--- config.mk ---
export PLATFORM = sky130hd
export DESIGN_NAME = fetch_controller
export DESIGN_NICKNAME = d
export VERILOG_FILES = /design/src/rtl/fetch_controller.sv
export SDC_FILE = /design/constraint.sdc
export NUM_CORES = 1
export LEC_CHECK = 0
export BUFFER_PORTS_ARGS = -buffer_cell sky130_fd_sc_hd__buf_4
export CORE_ASPECT_RATIO = 1.25
export CORE_UTILIZATION = 54
export CTS_BUF_LIST = sky130_fd_sc_hd__clkbuf_16
export DETAILED_ROUTE_END_ITERATION = 12
export PLACE_DENSITY = 0.81
export RECOVER_POWER = 50
export SLEW_MARGIN = 20
export SYNTH_ARGS = -nofsm -noshare
export SYNTH_HDL_FRONTEND = slang
export SYNTH_SLANG_ARGS = --single-unit
--- constraint.sdc ---
create_clock -name clk_i -period 2.71 [get_ports clk_i]
set_input_delay 0.542 -clock clk_i [delete_from_list [all_inputs] [get_ports clk_i]]
set_output_delay 0.542 -clock clk_i [all_outputs]
set_load 0.005 [all_outputs]
--- src/rtl/fetch_controller.sv ---
// Instruction fetch controller: sequences IF-stage requests, PC/IF-ID enables,
// redirects (branch/jump), load-use stalls and a fetch timeout watchdog.
module fetch_controller #(
   parameter int unsigned MAX_WAIT = 15,
   parameter int unsigned CNT_W    = 32
) (
   input  logic             clk_i,
   input  logic             rst_ni,
   input  logic             jump_or_i,
   input  logic             br_and_i,
   input  logic             stall_in_i,
   input  logic             mem_ack_i,
   output logic             mem_req_o,
   output logic             pc_write_o,
   output logic [1:0]       pc_sel_o,
   output logic             ifid_write_o,
   output logic             ifid_flush_o,
   output logic             redirect_pending_o,
   output logic [CNT_W-1:0] fetch_count_o,
   output logic             timeout_err_o
);

   // Wide enough to hold MAX_WAIT; MAX_WAIT must be at least 1.
   localparam int unsigned WaitW = $clog2(MAX_WAIT + 1);
   localparam logic [WaitW-1:0] WaitLast = WaitW'(MAX_WAIT - 1);

   localparam logic [1:0] SelSeq = 2'b00;
   localparam logic [1:0] SelBr  = 2'b01;
   localparam logic [1:0] SelJmp = 2'b10;

   typedef enum logic [2:0] {
      StIdle,
      StFetch,
      StHold,
      StRedirect,
      StError
   } state_e;

   state_e             state_q, state_d;
   logic [1:0]         sel_q, sel_d;
   logic [WaitW-1:0]   wait_q, wait_d;
   logic [CNT_W-1:0]   count_q, count_d;
   logic               pending_q;
   logic               terr_q;

   logic               redirect;
   logic [1:0]         in_sel;

   // Jump wins over branch, so the select can never be 2'b11.
   assign redirect = jump_or_i | br_and_i;
   assign in_sel   = jump_or_i ? SelJmp : SelBr;

   // Next-state logic and combinational control outputs.
   always_comb begin
      state_d      = state_q;
      sel_d        = sel_q;
      wait_d       = wait_q;
      count_d      = count_q;
      mem_req_o    = 1'b0;
      pc_write_o   = 1'b0;
      pc_sel_o     = SelSeq;
      ifid_write_o = 1'b0;
      ifid_flush_o = 1'b0;

      unique case (state_q)
         StIdle: begin
            state_d = StFetch;
            wait_d  = '0;
         end

         StFetch: begin
            mem_req_o = 1'b1;
            if (redirect) begin
               wait_d = '0;
               if (mem_ack_i) begin
                  // Redirect resolved immediately; the fetched word is squashed.
                  pc_write_o   = 1'b1;
                  pc_sel_o     = in_sel;
                  ifid_flush_o = 1'b1;
               end else begin
                  sel_d   = in_sel;
                  state_d = StRedirect;
               end
            end else if (stall_in_i) begin
               wait_d  = '0;
               state_d = StHold;
            end else if (mem_ack_i) begin
               pc_write_o   = 1'b1;
               ifid_write_o = 1'b1;
               count_d      = count_q + CNT_W'(1);
               wait_d       = '0;
            end else if (wait_q == WaitLast) begin
               state_d = StError;
            end else begin
               wait_d = wait_q + WaitW'(1);
            end
         end

         StHold: begin
            if (redirect) begin
               sel_d   = in_sel;
               wait_d  = '0;
               state_d = StRedirect;
            end else if (!stall_in_i) begin
               // Same PC is refetched since pc_write stayed low.
               wait_d  = '0;
               state_d = StFetch;
            end
         end

         StRedirect: begin
            mem_req_o = 1'b1;
            if (mem_ack_i) begin
               pc_write_o   = 1'b1;
               pc_sel_o     = sel_q;
               ifid_flush_o = 1'b1;
               wait_d       = '0;
               state_d      = StFetch;
            end else begin
               // Newest redirect overwrites the latched target select.
               if (redirect) begin
                  sel_d = in_sel;
               end
               if (wait_q == WaitLast) begin
                  state_d = StError;
               end else begin
                  wait_d = wait_q + WaitW'(1);
               end
            end
         end

         StError: begin
            state_d = StError;
         end

         default: begin
            state_d = StIdle;
         end
      endcase
   end

   // State and registered outputs; reset drops any latched redirect.
   always_ff @(posedge clk_i or negedge rst_ni) begin
      if (!rst_ni) begin
         state_q   <= StIdle;
         sel_q     <= SelSeq;
         wait_q    <= '0;
         count_q   <= '0;
         pending_q <= 1'b0;
         terr_q    <= 1'b0;
      end else begin
         state_q   <= state_d;
         sel_q     <= sel_d;
         wait_q    <= wait_d;
         count_q   <= count_d;
         pending_q <= (state_d == StRedirect);
         terr_q    <= (state_d == StError);
      end
   end

   assign redirect_pending_o = pending_q;
   assign fetch_count_o      = count_q;
   assign timeout_err_o      = terr_q;

endmodule

# After elaboration in Yosys (flattened, before gate mapping)
# Index checks and enable logic that the tools add are counted.
[word_totals]
ff_bits = 43
input_bits = 6
out_inout_bits = 40
elab_cells = 64
[op_classes]
addsub = 2
eq_ne = 11
mux = 35
bitwise_logic = 3
n_reduce_logical = 7
[op_table]
columns = ["operator", "count"]
rows = [
  ["$add A32 B1 Y32 const B", 1],
  ["$mux W3", 8],
  ["$mux W4", 6],
  ["$mux W2", 8],
  ["$pmux W4 S4", 1],
  ["$pmux W3 S5", 1],
  ["$eq A3 B2 Y1 const B", 3],
  ["$reduce_and A4 Y1", 2],
  ["$mux W1", 7],
  ["$eq A3 B3 Y1 const B", 2],
  ["$ne A2 B2 Y1 const B", 3],
  ["$pmux W2 S3", 1],
  ["$add A4 B1 Y4 const B", 1],
  ["$eq A4 B4 Y1 const B", 1],
  ["$pmux W1 S2", 2],
  ["$pmux W2 S2", 1],
  ["$reduce_bool A4 Y1", 1],
  ["$eq A3 B1 Y1 const B", 1],
  ["$logic_not A3 Y1", 1],
  ["$ne A3 B3 Y1 const B", 1],
  ["$reduce_bool A3 Y1", 1],
  ["$not A1 Y1", 2],
  ["$reduce_and A2 Y1", 1],
  ["$reduce_or A2 Y1", 1],
  ["$or A1 B1 Y1", 1],
]

# Depth between registers and ports, before layout
# Gate-level depths: netlist (run 1).
[depth]
depth_word = 7
depth_mapped = 7
ltp_nobuf = 6

# Worst setup path before layout (run 1)
# OpenSTA, ideal clock, no wires.
[synth_path]
kind = "input port to flip-flop"
start = "input br_and_i"
end = "register count_q[28] (netlist: fetch_count_o[28])"
setup_ns = 0.079
t_arrival_ns = 2.173
required_ns = 2.631
setup_slack_ns = 0.457
stages = 7
path_buffers = 3
cell_sequence = "buf_6 or3_4 or4_4 buf_6 buf_12 nor3_2 xor2_1"
[synth_between]
elab_chain_len = 3
[synth_rtl]
columns = ["element", "line", "rtl"]
rows = [
  ["start: declaration", "10", "input logic br_and_i,"],
  ["$or A1 B1 Y1", "50", "assign redirect = jump_or_i | br_and_i;"],
  ["$not A1 Y1 (no line)", "--", ""],
  ["$reduce_and A4 Y1 (no line)", "--", ""],
  ["end signal: assignment", "155", "count_q <= count_d;"],
  ["end: declaration", "42", "logic [CNT_W-1:0] count_q, count_d;"],
]
# Every way passes these cells.
# A chain may end at the register's enable or synchronous reset.

# Worst setup path in the final report (run 1)
[layout_path]
start = "register state_q[1]"
end = "register count_q[23] (netlist: fetch_count_o[23])"
[layout_between]
elab_chain_len = 2
[layout_rtl]
columns = ["element", "line", "rtl"]
rows = [
  ["start: declaration", "39", "state_e state_q, state_d;"],
  ["start signal: assignment", "145", "state_q <= StIdle;"],
  ["start signal: assignment", "152", "state_q <= state_d;"],
  ["$eq A3 B1 Y1", "65", "unique case (state_q)"],
  ["$reduce_and A4 Y1 (no line)", "--", ""],
]
# Every way passes these cells.

==> results.txt, run 1 <==
----------------------------------------------------
[Floorplanning]
  Total core area ... 0.00407 mm²
  Starting utilization of the core area ... 56.1%
  Overall die width ... 60.1 µm
  Std cell rows ... 26
  Full die area ... 0.00449 mm²
  Height of the die ... about 75 µm
  # IOs ... 46

[Routing]
  Number of iterations in the first detailed-routing pass ... 4
  Via-to-Cell Ratio ... 5.76
  Wirelength, routed ... around 4700 µm
  Number of violations reported at the end of detailed-routing iteration 0 ... 116
  Average wire length per cell after detail routing ... ~15 µm
  Detail Route Antenna Nets ... 0
  Remaining routing DRC violations ... 0
  Vias after detailed routing ... ~1,800

[Critical path]
  Largest stage delay on the critical path ... 720 ps
  Largest delay contributor family on the critical path ... simple AND/OR/NAND/NOR gates
  WP buf/inv ... 0
  Data arrival time at the worst-slack endpoint ... 2480 ps
  R2R depth ... 4
  Setup CP Type ... flop to flop
  List of cells traversed by the critical path ... or3b_4 > or4_1 > nor3_1 > xor2_1
  R2R Path End ... fetch_count_o[23]
  Slowest CP cell ... or4_1
  Reg-to-Reg Start ... state_q[1]
  Type of element launching the critical path ... flop
  Critical-path maximum fanout ... 13
  Register-to-Register Setup Slack ... ~440 ps
  Origin of the worst setup path ... state_q[1]
  Required @ worst endpoint ... 2920 ps
  Critical path endpoint category ... flop

[Timing]
  Setup repair after global routing missed its margin ... no
  Fin. Hold Viols ... 0
  Ratio of final minimum period to clock period ... between 80% and 90%
  Setup violations, final ... 0
  Sum of negative setup slack ... 0 ps
  Transition at the pin with the smallest max-transition slack ... 1030 ps
  Tightest slew margin relative to the limit ... 31.1%
  Post-layout minimum cycle time ... 2270 ps
  Achievable clock frequency ... between 0.4 and 0.5 GHz
  Clk_skew ... between 4 and 5 ps
  Final-layout worst hold slack ... 429 ps
  Final count of pins violating max slew ... 0

[Yosys]
  Xor and xnor area share after synthesis ... between 10% and 20%
  Area contributors post-synth ... dfrtp_1, xor2_1, xnor2_1, nand3_1, nand4_1
  Fraction of registers with async set/reset ... 100%
  Cell with the most instances after synthesis ... dfrtp_1
  Cell Area, Synth ... 0.00228 mm²
  Yosys top cell by area ... dfrtp_1
  Post-synth top cells ... dfrtp_1, xor2_1, nand2_1
  Number of enable flip-flop cells after synthesis ... 0
  Ys flop type ... dfrtp_1
  Flip-flop and latch count after synthesis ... 43
  Synthesis warning total ... 0
  Top cell type's share of synthesized area ... 47.2%
  Sequential-to-total area share from yosys stat ... 47.2%
  Area fraction in compound gates after synthesis ... 6.97%
  Net count after synthesis ... 225
  Share of synthesized area spent on multiplexers ... less than 1%
  Distinct cells, synth ... 47
  Average size of a mapped cell ... 10.6 µm²
  Share of synthesized cell area in and, or, nand and nor gates ... 27.0%
  Syn Inst Count ... 216
  Dominant combinational cell family by area after synthesis ... simple AND/OR/NAND/NOR gates
  Synthesized-area fraction occupied by adder cells ... ~1.6%

[GRT]
  Overall global routing resource usage ... 23.6%
  Antenna violations before repair ... 0
  Pin count of the biggest net entering global routing ... 44
  GRT overflow ... 0
  Vias in the first global route ... 1,718
  First-pass GRT wire length ... 7870 µm

[Placed design]
  Input/output buffers ... 45
  RD Place Congestion ... 0.859
  Half-perimeter wire length after detailed placement ... between 3000 and 4000 µm

[Clocking]
  Cts bufs inserted ... 5
  CTS tree ... yes
  Maximum level of the CTS H-tree ... 2
  Root buffer cell ... clkbuf_16
  Number of instances resized during post-cts repair ... 0
  Insertion delay to the later sink of the worst-skew pair ... roughly 280 ps
  Setup fix buffers added after clock tree synthesis ... 0
  Clock transition at the registers of the reported paths ... 60 ps
  Hold-fix buffers at CTS ... 0
  Total clock sinks ... 43
  Maximum root-to-sink buffer count ... 2

[Cells and area]
  Number of filler instances in the final layout ... 322
  N_diodes ... 0
  Register Area ... 0.00108 mm²
  Multi-input logic area ... roughly 0.0011 mm²
  Area growth from synthesis to final layout ... 22.5%
  Number of nets at the end of the flow ... 270
  Ratio of cells with drive above 1 in the final layout ... 27.5%

[Power]
  Total power density per cell area ... 584 mW/mm²
  Leak Pwr ... 1.29 nW
  Max rail drop VDD ... 443 µV

[Worst hold path]
  Hold WC Path Type ... primary input to asynchronous set/reset pin

[Outcome]
  Outcome ... finished, final reports clean

[Run]
  Max-cap viol count ... 0

----------------------------------------------------
layout by cell type, fill, tap and decap left out, types with 2 or more instances in the layout:
cell       netlist  final
clkbuf_4         0     17
o22ai_1          2      2
and4_1           3      3
and2_1           2      2
nand4_1         12     12
xor2_1          18     18
nor3_2           7      7
nor2_1          11     11
inv_1            6      6
dfrtp_1         43     43
nor4_2           5      5
nor3b_1          2      2
xnor2_1         14     14
a211oi_1         2      2
nand2_1         17     17
nand2b_1         3      3
buf_4            0     28
clkbuf_16        0      5
a21oi_1          9      9
nand3_1         15     15
nor3_1           5      5
and3_1           2      2
ha_1             3      3
or4_1            2      2
o21ai_0          4      4
worst max path at each step:
stage / to / slack, ps / depth (start not counted)
global route: fetch_count_o[23] / 390 / 4
CTS: fetch_count_o[23] / 440 / 4
floorplan: fetch_count_o[28] / 460 / 7
detailed placement: fetch_count_o[26] / 320 / 5
finish: fetch_count_o[23] / 440 / 4
global placement: fetch_count_o[27] / 360 / 5
registers in the layout, indices dropped and copies added (netlist names):
| name | count |
|---|---|
| state_q | 3 |
| wait_q | 4 |
| redirect_pending_o | 1 |
| timeout_err_o | 1 |
| sel_q | 2 |
| fetch_count_o | 32 |
cells by family (layout without fill, tap and decap cells):
kind of cell	count (synthesis)	count (layout)
multiplexers	2	2
AO/OA/AOI/OAI	25	25
adder cells (fa/ha/maj)	3	3
AND/OR/NAND/NOR	96	96
flip-flops	43	43
XOR/XNOR	32	32
buffers and inverters	15	61
area by class of cell:
type / instances / share of cell area, %
Clock buffer: 5 / 4.48
Tap cell: 56 / 2.51
Inverter: 6 / 0.806
Sequential cell: 43 / 38.5
Multi-Input combinational cell: 158 / 39.9
Timing Repair Buffer: 47 / 12.4
Clock inverter: 3 / 1.39
per-layer routing:
| metal | track usage (%) | vias up | part of all wire, % |
|---|---|---|---|
| met5 | 0 | - | 0 |
| met4 | 9.56 | 0 | 1.7 |
| met3 | 5.50 | 7 | 3.7 |
| met2 | 40.2 | 55 | 53 |
| met1 | 28.4 | 903 | 42 |
| li1 | - | 866 | - |
stage by stage:
| stage | setup WS, ps | area [µm²] | total power, mW | util, % | instances |
|---|---|---|---|---|---|
| after floorplan | 457 | 2280 | 0.872 | - | 216 |
| after global placement | 358 | 2640 | 0.971 | 64.8 | 310 |
| after detailed placement | 318 | 2640 | 0.978 | 64.8 | 310 |
| after CTS | 442 | 2800 | 1.64 | 68.9 | 318 |
| after global routing | 386 | 2790 | 1.70 | 68.7 | 318 |
| final | 438 | 2790 | 1.63 | 68.7 | 318 |
power breakdown:
| part | switching, mW | total, mW | internal, mW |
|---|---|---|---|
| Combinational | 0.108 | 0.221 | 0.113 |
| Clock | 0.236 | 0.665 | 0.429 |
| Sequential | 0.0614 | 0.744 | 0.683 |
worst reg2reg max path: stages, from the launching register on:
cell,delay (ps)
dfrtp_1,520
or3b_4,470
or4_1,720
nor3_1,320
xor2_1,180
(Power assumes the default switching activity.)
==> inputs of run 2 (changes only) <==
Settings changed: CORE_UTILIZATION 54 to 49, PLACE_DENSITY 0.81 to 0.77.
Clock period 2.71 ns to 2 ns, I/O delays scaled along.
==> results.txt, run 2 (same netlist as run 1, synthesis figures left out) <==
----------------------------------------------------
[Outcome]
  Outcome ... finished, final reports clean (unchanged)

[GRT]
  GRT overflow ... 0 (unchanged)
  Pin count of the biggest net entering global routing ... 44 (unchanged)
  Vias in the first global route ... 1,835 (was 1,718)
  First-pass GRT wire length ... 8690 µm (was 7870 µm)
  Overall global routing resource usage ... 22.7% (was 23.6%)
  Antenna violations before repair ... 0 (unchanged)

[Critical path]
  Required @ worst endpoint ... 2200 ps (was 2920 ps)
  Critical-path maximum fanout ... 17 (was 13)
  Setup CP Type ... primary input to flop (was flop to flop)
  Critical path endpoint category ... flop (unchanged)
  Type of element launching the critical path ... primary input (was flop)
  Data arrival time at the worst-slack endpoint ... 2130 ps (was 2480 ps)

[Timing]
  Tightest slew margin relative to the limit ... 28.7% (was 31.1%)
  Setup violations, final ... 0 (unchanged)
  Final-layout worst hold slack ... 308 ps (was 429 ps)
  Final count of pins violating max slew ... 0 (unchanged)
  Ratio of final minimum period to clock period ... 96.5%
  Transition at the pin with the smallest max-transition slack ... 1070 ps (was 1030 ps)
  Post-layout minimum cycle time ... 1930 ps
  Clk_skew ... 3.29 ps (was 4.74 ps)
  Fin. Hold Viols ... 0 (unchanged)
  Setup repair after global routing missed its margin ... no (unchanged)
  Achievable clock frequency ... 0.518 GHz

[Clocking]
  Maximum root-to-sink buffer count ... 2 (unchanged)
  Total clock sinks ... 43 (unchanged)
  Cts bufs inserted ... 5 (unchanged)
  CTS tree ... yes (unchanged)
  Setup fix buffers added after clock tree synthesis ... 0 (unchanged)
  Insertion delay to the later sink of the worst-skew pair ... 280 ps (about the same)
  Maximum level of the CTS H-tree ... 2 (unchanged)
  Root buffer cell ... clkbuf_16 (unchanged)
  Clock transition at the registers of the reported paths ... 60 ps (about the same)

[Routing]
  Via-to-Cell Ratio ... 5.58 (was 5.76)
  Number of iterations in the first detailed-routing pass ... 4 (unchanged)
  Detail Route Antenna Nets ... 0 (unchanged)
  Average wire length per cell after detail routing ... 15.4 µm (was 14.8 µm)
  Remaining routing DRC violations ... 0 (unchanged)
  Vias after detailed routing ... 1,903 (was 1,831)
  Number of violations reported at the end of detailed-routing iteration 0 ... 78 (was 116)
  Wirelength, routed ... 5260 µm (was 4710 µm)

[Floorplanning]
  Total core area ... 0.00443 mm² (was 0.00407 mm²)
  Starting utilization of the core area ... 51.5% (was 56.1%)
  Full die area ... 0.00493 mm² (was 0.00449 mm²)
  Std cell rows ... 27 (was 26)
  # IOs ... 46 (unchanged)
  Overall die width ... 63.0 µm (was 60.1 µm)
  Height of the die ... 78.3 µm (was 74.7 µm)

[Power]
  Total design power ... 2.27 mW (was 1.63 mW)
  Leak Pwr ... 1.48 nW (was 1.29 nW)
  Max rail drop VDD ... 537 µV (was 443 µV)
  Total power density per cell area ... 756 mW/mm² (was 584 mW/mm²)

[Cells and area]
  Number of flip-flops in the largest register ... 32 (unchanged)
  Final non-filler cell area ... 0.00300 mm² (was 0.00279 mm²)
  Most frequent cells in the layout ... buf_4, dfrtp_1, clkbuf_4 (was dfrtp_1, buf_4, xor2_1)
  N_diodes ... 0 (unchanged)
  Number of filler instances in the final layout ... 378 (was 322)
  Ratio of cells with drive above 1 in the final layout ... 34.3% (was 27.5%)
  Final instance count without filler cells ... 341 (was 318)
  Number of nets at the end of the flow ... 292 (was 270)
  Most common library cell in the layout ignoring fill and taps ... buf_4 (was dfrtp_1)
  Fin util ... 67.8% (was 68.7%)
  Area growth from synthesis to final layout ... 31.5% (was 22.5%)

[Placed design]
  Cell total after placement ... 334 (was 310)
  Half-perimeter wire length after detailed placement ... 3820 µm (was 3340 µm)
  RD Place Congestion ... 0.826 (was 0.859)
  Input/output buffers ... 45 (unchanged)
  Post-detailed-placement cell area ... 0.00284 mm² (was 0.00264 mm²)

[Run]
  Max-cap viol count ... 0 (unchanged)

[Worst hold path]
  Hold WC Path Type ... primary input to asynchronous set/reset pin (unchanged)

----------------------------------------------------
-- run 2: cell type report --
class,instances,area [µm²],share of cell area (%)
Clock buffer,5,125,4.17
Clock inverter,2,33.8,1.13
Inverter,6,22.5,0.751
Multi-Input combinational cell,158,1150,38.5
Sequential cell,43,1080,35.9
Tap cell,58,72.6,2.42
Timing Repair Buffer,69,515,17.2
-- run 2: metrics by stage --
stage | worst slack (ps) | setup TNS (ps)
5_1_grt | 5.36 | 0
4_1_cts | 64.2 | 0
2_1_floorplan | 44.5 | 0
6_report | 69.7 | 0
3_3_place_gp | -54.9 | -203
3_5_place_dp | -96.4 | -500
-- run 2: critical path, stage by stage --
cell    delay [ps]
buf_4          110
or3_4          370
or4_4          720
nor4_2         330
xor2_1         180
-- run 2: path summary, 6_finish.rpt --
path / from / endpoint / slack, ps / cells after the start
worst max register to register: fetch_count_o[5] / fetch_count_o[30] / 120 / 4
min in group clk_i: jump_or_i / sel_q[0] / 470 / 3
worst min-delay path: rst_ni / fetch_count_o[27] / 310 / 1
worst max-delay path: stall_in_i / fetch_count_o[30] / 70 / 5
worst min register to register: fetch_count_o[31] / fetch_count_o[31] / 480 / 1
max in group asynchronous: rst_ni / fetch_count_o[11] / 1040 / 1
-- run 2: report_power, final --
group	switching, mW	internal, mW	total, mW
clock network	0.307	0.577	0.884
logic	0.207	0.209	0.416
registers	0.0438	0.926	0.970
total	0.558	1.71	2.27
-- run 2: routing by layer --
layer  global-route usage [%]  part of all wire [%]
met1                     26.4                    42
met5                        0                     0
met2                     41.3                    53
met4                     6.98                   1.2
met3                     4.65                   3.5
-- run 2: what timing repair did --
| item | CTS | global route |
|---|---|---|
| resized for setup | 0 | 2 |
| setup endpoints to repair | 0 | 3 |
| hold endpoints to repair | 0 | 0 |
| hold buffers | 0 | 0 |
